### config.mk
export PLATFORM = sky130hd
export DESIGN_NAME = rx_frame_decoder
export DESIGN_NICKNAME = d
export VERILOG_FILES = /design/src/rtl/rx_frame_decoder.sv
export SDC_FILE = /design/constraint.sdc
export NUM_CORES = 1
export LEC_CHECK = 0
export ABC_CLOCK_PERIOD_IN_PS = 2400
export CAP_MARGIN = 10
export CORE_MARGIN = 3
export CORE_UTILIZATION = 47
export CTS_CLUSTER_SIZE = 12
export DETAILED_ROUTE_END_ITERATION = 7
export GPL_TIMING_DRIVEN = 0
export PLACE_DENSITY_LB_ADDON = 0.15
export SKIP_LAST_GASP = 1
export SLEW_MARGIN = 40
export SYNTH_ARGS = -nofsm -noshare
export SYNTH_HDL_FRONTEND = slang
export SYNTH_SLANG_ARGS = --single-unit
### constraint.sdc
create_clock -name clk -period 2.4 [get_ports clk]
set_input_delay 0.48 -clock clk [delete_from_list [all_inputs] [get_ports clk]]
set_output_delay 0.48 -clock clk [all_outputs]
set_load 0.005 [all_outputs]
### src/rtl/rx_frame_decoder.sv
// rx_frame_decoder: builds frames from aligned beats, checks the 2-bit sync header and emits one payload per frame.
// Optional build macro RX_DESCRAMBLE_EN enables the x^58+x^39+1 self-synchronous descrambler and first-frame warmup.
module rx_frame_decoder #(
  parameter int DWIDTH      = 64,
  parameter int FRAME_WIDTH = 256
) (
  input  logic                   clk,
  input  logic                   rst_n,
  input  logic [DWIDTH-1:0]      rxdata_aligned_in,
  input  logic                   sof_in,
  input  logic                   rx_aligned_in,
  output logic                   frame_valid,
  output logic [FRAME_WIDTH-3:0] frame_payload,
  output logic                   frame_type,
  output logic [15:0]            hdr_err_cnt,
  output logic [15:0]            sync_err_cnt,
  output logic                   rx_frame_up
);

  localparam int N_FRAME_CYCLE = FRAME_WIDTH / DWIDTH;
  localparam int PW            = FRAME_WIDTH - 2;
  localparam int CW            = (N_FRAME_CYCLE > 1) ? $clog2(N_FRAME_CYCLE) : 1;
  localparam logic [CW-1:0] LAST_BEAT = CW'(N_FRAME_CYCLE - 1);

  typedef enum logic [1:0] {
    ST_UNLOCKED = 2'd0,
    ST_HUNT     = 2'd1,
    ST_WARMUP   = 2'd2,
    ST_RUN      = 2'd3
  } state_t;

  state_t          state_q, state_d;
  logic [CW-1:0]   beat_cnt_q, beat_cnt_d;
  logic            frame_valid_q, frame_valid_d;
  logic [PW-1:0]   frame_payload_q, frame_payload_d;
  logic            frame_type_q, frame_type_d;
  logic [15:0]     hdr_err_cnt_q, hdr_err_cnt_d;
  logic [15:0]     sync_err_cnt_q, sync_err_cnt_d;
  logic            rx_frame_up_q, rx_frame_up_d;

  logic            cap_en;
  logic [CW-1:0]   cap_idx;
  logic            frame_done;
  logic            hdr_inc;
  logic            sync_inc;
  logic [FRAME_WIDTH-1:0] frame_full;
  logic [1:0]      hdr;
  logic            hdr_ok;
  logic [PW-1:0]   payload_raw;
  logic [PW-1:0]   payload_out;

  // The last beat is never stored: completion uses it straight from the input.
  generate
    if (N_FRAME_CYCLE > 1) begin : g_buf
      localparam int BW = FRAME_WIDTH - DWIDTH;
      logic [BW-1:0] frame_buf_q, frame_buf_d;

      always_comb begin
        frame_buf_d = frame_buf_q;
        for (int k = 0; k < N_FRAME_CYCLE - 1; k++) begin
          if (cap_en && (cap_idx == CW'(k))) begin
            frame_buf_d[BW-1-k*DWIDTH -: DWIDTH] = rxdata_aligned_in;
          end
        end
      end

      always_ff @(posedge clk or negedge rst_n) begin
        if (!rst_n) begin
          frame_buf_q <= '0;
        end else begin
          frame_buf_q <= frame_buf_d;
        end
      end

      assign frame_full = {frame_buf_q, rxdata_aligned_in};
    end else begin : g_nobuf
      assign frame_full = rxdata_aligned_in;
    end
  endgenerate

  assign hdr         = frame_full[FRAME_WIDTH-1 -: 2];
  assign hdr_ok      = (hdr == 2'b10) || (hdr == 2'b01);
  assign payload_raw = frame_full[PW-1:0];

`ifdef RX_DESCRAMBLE_EN
  localparam bit DESCRAMBLE = 1'b1;
  // History MSB is the oldest bit; it holds the last 58 scrambled bits of completed frames.
  logic [57:0] desc_hist_q, desc_hist_d;

  assign desc_hist_d = frame_done ? payload_raw[57:0] : desc_hist_q;
  assign payload_out = payload_raw
                     ^ {desc_hist_q[38:0], payload_raw[PW-1:39]}
                     ^ {desc_hist_q,       payload_raw[PW-1:58]};

  always_ff @(posedge clk or negedge rst_n) begin
    if (!rst_n) begin
      desc_hist_q <= '0;
    end else begin
      desc_hist_q <= desc_hist_d;
    end
  end
`else
  localparam bit DESCRAMBLE = 1'b0;
  assign payload_out = payload_raw;
`endif

  always_comb begin
    state_d         = state_q;
    beat_cnt_d      = beat_cnt_q;
    frame_valid_d   = 1'b0;
    frame_payload_d = frame_payload_q;
    frame_type_d    = frame_type_q;
    cap_en          = 1'b0;
    cap_idx         = beat_cnt_q;
    frame_done      = 1'b0;
    hdr_inc         = 1'b0;
    sync_inc        = 1'b0;

    if (!rx_aligned_in) begin
      state_d    = ST_UNLOCKED;
      beat_cnt_d = '0;
    end else begin
      case (state_q)
        ST_UNLOCKED: begin
          state_d    = ST_HUNT;
          beat_cnt_d = '0;
        end
        ST_HUNT: begin
          if (sof_in) begin
            cap_en  = 1'b1;
            cap_idx = '0;
            state_d = DESCRAMBLE ? ST_WARMUP : ST_RUN;
          end
        end
        default: begin
          if (sof_in && (beat_cnt_q != '0)) begin
            // Restart the frame on the early sof; state is kept.
            sync_inc = 1'b1;
            cap_en   = 1'b1;
            cap_idx  = '0;
          end else if ((N_FRAME_CYCLE > 1) && (beat_cnt_q == '0) && !sof_in) begin
            sync_inc   = 1'b1;
            state_d    = ST_HUNT;
            beat_cnt_d = '0;
          end else begin
            cap_en     = 1'b1;
            frame_done = (beat_cnt_q == LAST_BEAT);
          end
        end
      endcase

      if (cap_en) begin
        beat_cnt_d = (cap_idx == LAST_BEAT) ? '0 : cap_idx + 1'b1;
      end

      if (frame_done) begin
        if (hdr_ok) begin
          if (state_q == ST_RUN) begin
            frame_valid_d   = 1'b1;
            frame_payload_d = payload_out;
            frame_type_d    = (hdr == 2'b01);
          end else begin
            state_d = ST_RUN;
          end
        end else begin
          hdr_inc = 1'b1;
        end
      end
    end

    hdr_err_cnt_d  = (hdr_inc && (hdr_err_cnt_q != 16'hFFFF)) ? hdr_err_cnt_q + 16'd1 : hdr_err_cnt_q;
    sync_err_cnt_d = (sync_inc && (sync_err_cnt_q != 16'hFFFF)) ? sync_err_cnt_q + 16'd1 : sync_err_cnt_q;
    rx_frame_up_d  = (state_d == ST_RUN);
  end

  always_ff @(posedge clk or negedge rst_n) begin
    if (!rst_n) begin
      state_q         <= ST_UNLOCKED;
      beat_cnt_q      <= '0;
      frame_valid_q   <= 1'b0;
      frame_payload_q <= '0;
      frame_type_q    <= 1'b0;
      hdr_err_cnt_q   <= '0;
      sync_err_cnt_q  <= '0;
      rx_frame_up_q   <= 1'b0;
    end else begin
      state_q         <= state_d;
      beat_cnt_q      <= beat_cnt_d;
      frame_valid_q   <= frame_valid_d;
      frame_payload_q <= frame_payload_d;
      frame_type_q    <= frame_type_d;
      hdr_err_cnt_q   <= hdr_err_cnt_d;
      sync_err_cnt_q  <= sync_err_cnt_d;
      rx_frame_up_q   <= rx_frame_up_d;
    end
  end

  assign frame_valid   = frame_valid_q;
  assign frame_payload = frame_payload_q;
  assign frame_type    = frame_type_q;
  assign hdr_err_cnt   = hdr_err_cnt_q;
  assign sync_err_cnt  = sync_err_cnt_q;
  assign rx_frame_up   = rx_frame_up_q;

endmodule
After elaboration in Yosys (flattened, before gate mapping)
Cells that the tools add are included.
W data, S select, Z words.
- $add $sub $neg: 3
- eq/ne operators: 14
- muxes and demuxes: 40
- reduce and logical (&&, ||, !) cells: 16
- operator list (kind ; count):
    $add A16 B1 Y16 const B ; 2
    $mux W2 ; 16
    $ne A16 B16 Y1 const B ; 2
    $mux W1 ; 20
    $eq A2 B2 Y1 const B ; 6
    $pmux W2 S2 ; 3
    $logic_and A1 B1 Y1 ; 7
    $eq A2 B1 Y1 const B ; 3
    $logic_not A2 Y1 ; 3
    $ne A4 B1 Y1 const B ; 1
    $ne A4 B2 Y1 const B ; 1
    $reduce_and A4 Y1 ; 1
    $ne A3 B3 Y1 const B ; 1
    $reduce_and A3 Y1 ; 1
    $add A2 B1 Y2 const B ; 1
    $pmux W1 S2 ; 1
    $reduce_bool A2 Y1 ; 1
    $reduce_or A2 Y1 ; 1
    $logic_not A1 Y1 ; 1
    $logic_or A1 B1 Y1 ; 1
- flip-flop bits (word level): 485
- input port bits: 68
- output and inout port bits: 289
- logic and storage cells: 84

Logic depth before layout (Yosys ltp)
- depth after elaboration: 10
- mapped depth: 11
- gate-level depth less buffers: 8

Worst setup path after synthesis
Ideal clock, no wire load.
- path kind: register to register
- from: reg beat_cnt_q[1]
- to: reg frame_payload_q[180] (netlist: frame_payload[180])
- setup time: 0.125 ns
- arrival: 2.363 ns
- data required time: 2.275 ns
- slack: -0.087 ns
- cell stages (with the launch flop): 11
- buffers on the path: 3
- period minus slack after synthesis: 2.487 ns
- cell sequence: dfrtp_1 or2_2 ha_1 nand4bb_1 nor3b_1 nand4_1 buf_2 inv_2 buf_4 buf_4 mux2_2
- word-level cells in the longest chain between the ends: 7
- elaborated cells on any way between the ends: 10
- those cells by class: eq/ne (1); mux (4); reduce/logical (5)
- ends and longest elaborated chain (element ; RTL line ; RTL):
    from (decl) ; 33 ; logic [CW-1:0] beat_cnt_q, beat_cnt_d;
    from (signal assigned) ; 188 ; beat_cnt_q <= beat_cnt_d;
    $logic_not A2 Y1 ; 141 ; end else if ((N_FRAME_CYCLE > 1) && (beat_cnt_q == '0) && !sof_in) begin
    $logic_and A1 B1 Y1 ; 141 ;
    $mux W1 ; 141 ;
    $mux W1 (*) ; 136 ; if (sof_in && (beat_cnt_q != '0)) begin
    $mux W1 (*) ; 123 ; case (state_q)
    $mux W1 (*) ; 119 ; if (!rx_aligned_in) begin
    $reduce_and A4 Y1 (no line) (*) ; -- ;
    to (signal assigned) ; 190 ; frame_payload_q <= frame_payload_d;
    to (decl) ; 35 ; logic [PW-1:0] frame_payload_q, frame_payload_d;
Mark *: on every way between the ends. The rest lies on a longest branch, timed or not. The select of a mux whose other input is x is not followed.
A chain may end at the register's enable or synchronous reset.

Worst setup path after layout
- from: reg beat_cnt_q[0]
- to: reg frame_payload_q[52] (netlist: frame_payload[52])
The elaborated chain is that of the path after synthesis.

==> impl_metrics.env <==
export IMPL_status="finished, violations left"
export IMPL_failed_checks="setup timing"
export IMPL_drt_iter0_drc=439
export IMPL_internal_power_mw=13.98
export IMPL_grt_pass1_vias=11520
export IMPL_rows=72
export IMPL_fin_skew_ns=0.01312
export IMPL_synthCells=1126
export IMPL_yosys_area_share_simple_pct=2.699
export IMPL_post_synth_top_count_cell="dfrtp_1"
export IMPL_ff2ff_path_depth=10
export IMPL_die_w_um=204.6
export IMPL_initial_core_util_pct=47.75
export IMPL_peakVddDrop_mv=0.5238
export IMPL_crit_path_top_delay_cell="dfrtp_2"
export IMPL_ant_nets=0
export IMPL_critPathMaxFanout=10
export IMPL_power_switching_mw=4.005
export IMPL_finalWeightedCongestion=0.7901
export IMPL_cp_buffers_inverters=4
export IMPL_synth_top_area_share_pct=65.46
export IMPL_p_leak_nw=11.86
export IMPL_rsz0062_at_grt="yes"
export IMPL_antenna_found_initial=0
export IMPL_synth_distinct_cells=44
export IMPL_cts_buffers=50
export IMPL_synthMuxAreaShare_pct=27.33
export IMPL_hold_slack_ns=0.3725
export IMPL_drive_gt1_share_pct=36.30
export IMPL_dieArea_um2=41870
export IMPL_crit_path_frequent_cell="buf_4"
export IMPL_cts_tree="built"
export IMPL_routedWlPerCell_um=20.71
export IMPL_p_sw_share_pct=22.27
export IMPL_io_buffers=356
export IMPL_path_depth=10
export IMPL_reg2reg_slack_ns=-0.05
export IMPL_crit_end="frame_payload[52]"
export IMPL_via_per_inst=5.146
export IMPL_reg2reg_from="beat_cnt_q[0]"
export IMPL_synth_compound_area_share_pct=0.6074
export IMPL_slew_headroom_pct=54.09
export IMPL_synthAdderAreaFrac_pct=0.4049
export IMPL_firstDrtPassIters=4
export IMPL_synth_edf_count=0
export IMPL_synth_seq_area_share_pct=65.46
export IMPL_max_freq_mhz=407.4
export IMPL_design_core_area_um2=38830
export IMPL_yosysTopAreaCell="dfrtp_1"
export IMPL_worst_setup_path_start_kind="flip-flop"
export IMPL_drv_cap=0
export IMPL_drc_errors=0
export IMPL_final_setup_worst_slack_ns=-0.05443
export IMPL_fp_dieH_um=204.6
export IMPL_arrival_ns=2.90
export IMPL_setup_viol=99
export IMPL_synth_xor_area_share_pct=1.417
export IMPL_async_flop_share_pct=100.0
export IMPL_pwr_share_clk_pct=40.5
export IMPL_synth_common_cells="dfrtp_1, mux2_2, mux2_1"
export IMPL_p_seq_share_pct=51.9
export IMPL_r2r_end="frame_payload[52]"
export IMPL_cts_buffer_depth=3
export IMPL_drt_total_wl_mm=43.83
export IMPL_syn_num_nets=1200
export IMPL_path_cells="or2_4 > ha_4 > nand4bb_4 > nor3b_2 > nand4_1 > buf_4 > buf_4 > buf_6 > buf_12 > mux2_2"
export IMPL_cts_sinks=485
export IMPL_syn_to_final_growth_pct=35.72
export IMPL_htree_levels=2
export IMPL_fin_crit_ns=2.454
export IMPL_antenna_cells=0
export IMPL_nNetsFinal=1639
export IMPL_ys_warn_count=0
export IMPL_io_pins=357
export IMPL_synth_top_family_by_area="multiplexers"
export IMPL_clk_latency_ns=0.57
export IMPL_crit_family="simple AND/OR/NAND/NOR gates"
export IMPL_dpl_worst_slack_ns=-0.9591
export IMPL_dp_hpwl_mm=30.16
export IMPL_fin_crit_sh_pct=102.3
export IMPL_cp_end_kind="flip-flop"
export IMPL_grt_pass1_wl_mm=67.97
export IMPL_grt_start_max_net_pins=74
export IMPL_synth_avg_cell_area_um2=16.47
export IMPL_dpl_cell_count=2009
export IMPL_grt_overflow_total=0
export IMPL_crit_path_start="beat_cnt_q[0]"
export IMPL_powerDensity_nw_per_um2=714.6
export IMPL_ys_ff_latch=485
export IMPL_grt_total_usage_pct=20.94
export IMPL_synthTopCellsByArea="dfrtp_1, mux2_2, mux2_1, xnor2_1, buf_6"
export IMPL_slowest_delay_ns=0.40
export IMPL_required_ns=2.84
export IMPL_drv_slew=0
export IMPL_netlist_area_um2=18540
export IMPL_crit_type="reg2reg"
export IMPL_hold_viol=0
export IMPL_worst_slew_pin_slew_ns=0.6796
export IMPL_clock_root_buffer="clkbuf_16"
export IMPL_via_count=10890
export IMPL_instances_no_fill=2116
export IMPL_clkTransAtPathRegs_ns=0.06
export IMPL_pwr_share_comb_pct=7.5
export IMPL_hold_class="in2async"
export IMPL_ys_flop_type="dfrtp_1"
-- worst reg2reg max path, delay by kind of cell (launching register included) --
family        cells  cell delay [ns]
simple gates      4             0.86
buf+inv           4             0.64
flops             1             0.40
mux               1             0.27
fa+ha+maj         1             0.16
-- metrics by stage --
| stage | power [mW] | area (um2) | util (%) | TNS [ns] |
|---|---|---|---|---|
| floorplan | 10.15 | 18600 | - | 0 |
| global placement | 10.74 | 22810 | 58.74 | - |
| detailed placement | 10.84 | 23030 | 59.32 | -349.54 |
| CTS | 18.18 | 24930 | 64.20 | -4.075 |
| global route | 18.76 | 25160 | 64.81 | -20.43 |
| finish | 17.98 | 25160 | 64.81 | -3.715 |
-- cell type report --
type	instances	area (um2)
clock buffers	77	1486
clock inverters	8	40.04
fillers	2885	13660
well taps	518	648.1
repair buffers	391	4084
flip-flops and latches	485	12140
inverters	7	33.78
multi-input cells	583	6152
plain buffers	47	579.3
-- state kept, by name, summed over array words and instances (netlist names) --
name / flops
frame_payload: 254
g_buf.frame_buf_q: 192
hdr_err_cnt: 16
sync_err_cnt: 16
beat_cnt_q: 2
state_q: 2
frame_type: 1
frame_valid: 1
rx_frame_up: 1
-- layout by cell type, fill, tap and decap left out, types with 15 or more instances in the layout --
master / count
mux2_1: 36
clkbuf_1: 19
xnor2_1: 17
buf_6: 22
mux2_2: 401
dfrtp_1: 483
clkbuf_16: 55
buf_4: 19
nand4_1: 15
clkdlybuf4s50_1: 354
-- cells by family after synthesis --
| kind of cell | Yosys count |
|---|---|
| AOI/OAI and AO/OA | 15 |
| xor gates and xnor gates | 30 |
| and+or+nand+nor | 82 |
| muxes | 450 |
| DFF | 485 |
| adders and majority gates | 6 |
| buffers and inverters | 58 |
-- power by group through the flow --
stage	logic (mW)	registers (mW)	clock network, mW
5_1_grt	1.50	9.45	7.81
6_report	1.35	9.34	7.29
4_1_cts	1.38	9.34	7.46
3_5_place_dp	1.36	9.49	0
2_1_floorplan	0.790	9.36	0
3_3_place_gp	1.27	9.48	0
-- layer usage --
metal / GRT usage, % / part of all wire (%) / vias to the layer above
met1: 28.32 / 44 / 5714
met2: 33.84 / 48 / 231
met5: 0 / 0 / -
met3: 5.625 / 6.2 / 51
li1: - / - / 4892
met4: 5.358 / 1.5 / 0
-- what timing repair did --
item	CTS	global route
buffers inserted	19	3
hold buffers	1	0
hold endpoints to repair	26	0
setup endpoints to repair	444	395
resized for setup	52	51
pin swaps	5	5
cloned	2	2
-- how the worst min path moves through the flow --
stage	start	endpoint	slack, ns	cells after the start
after floorplan	rst_n	beat_cnt_q[0]	0.18	0
after global placement	g_buf.frame_buf_q[92]	g_buf.frame_buf_q[92]	0.46	1
after detailed placement	rst_n	frame_payload[247]	0.35	1
after CTS	rst_n	frame_payload[247]	0.33	2
after global routing	rst_n	frame_payload[247]	0.36	2
final	rst_n	frame_payload[247]	0.37	2
Power figures use the tool's default switching activity.
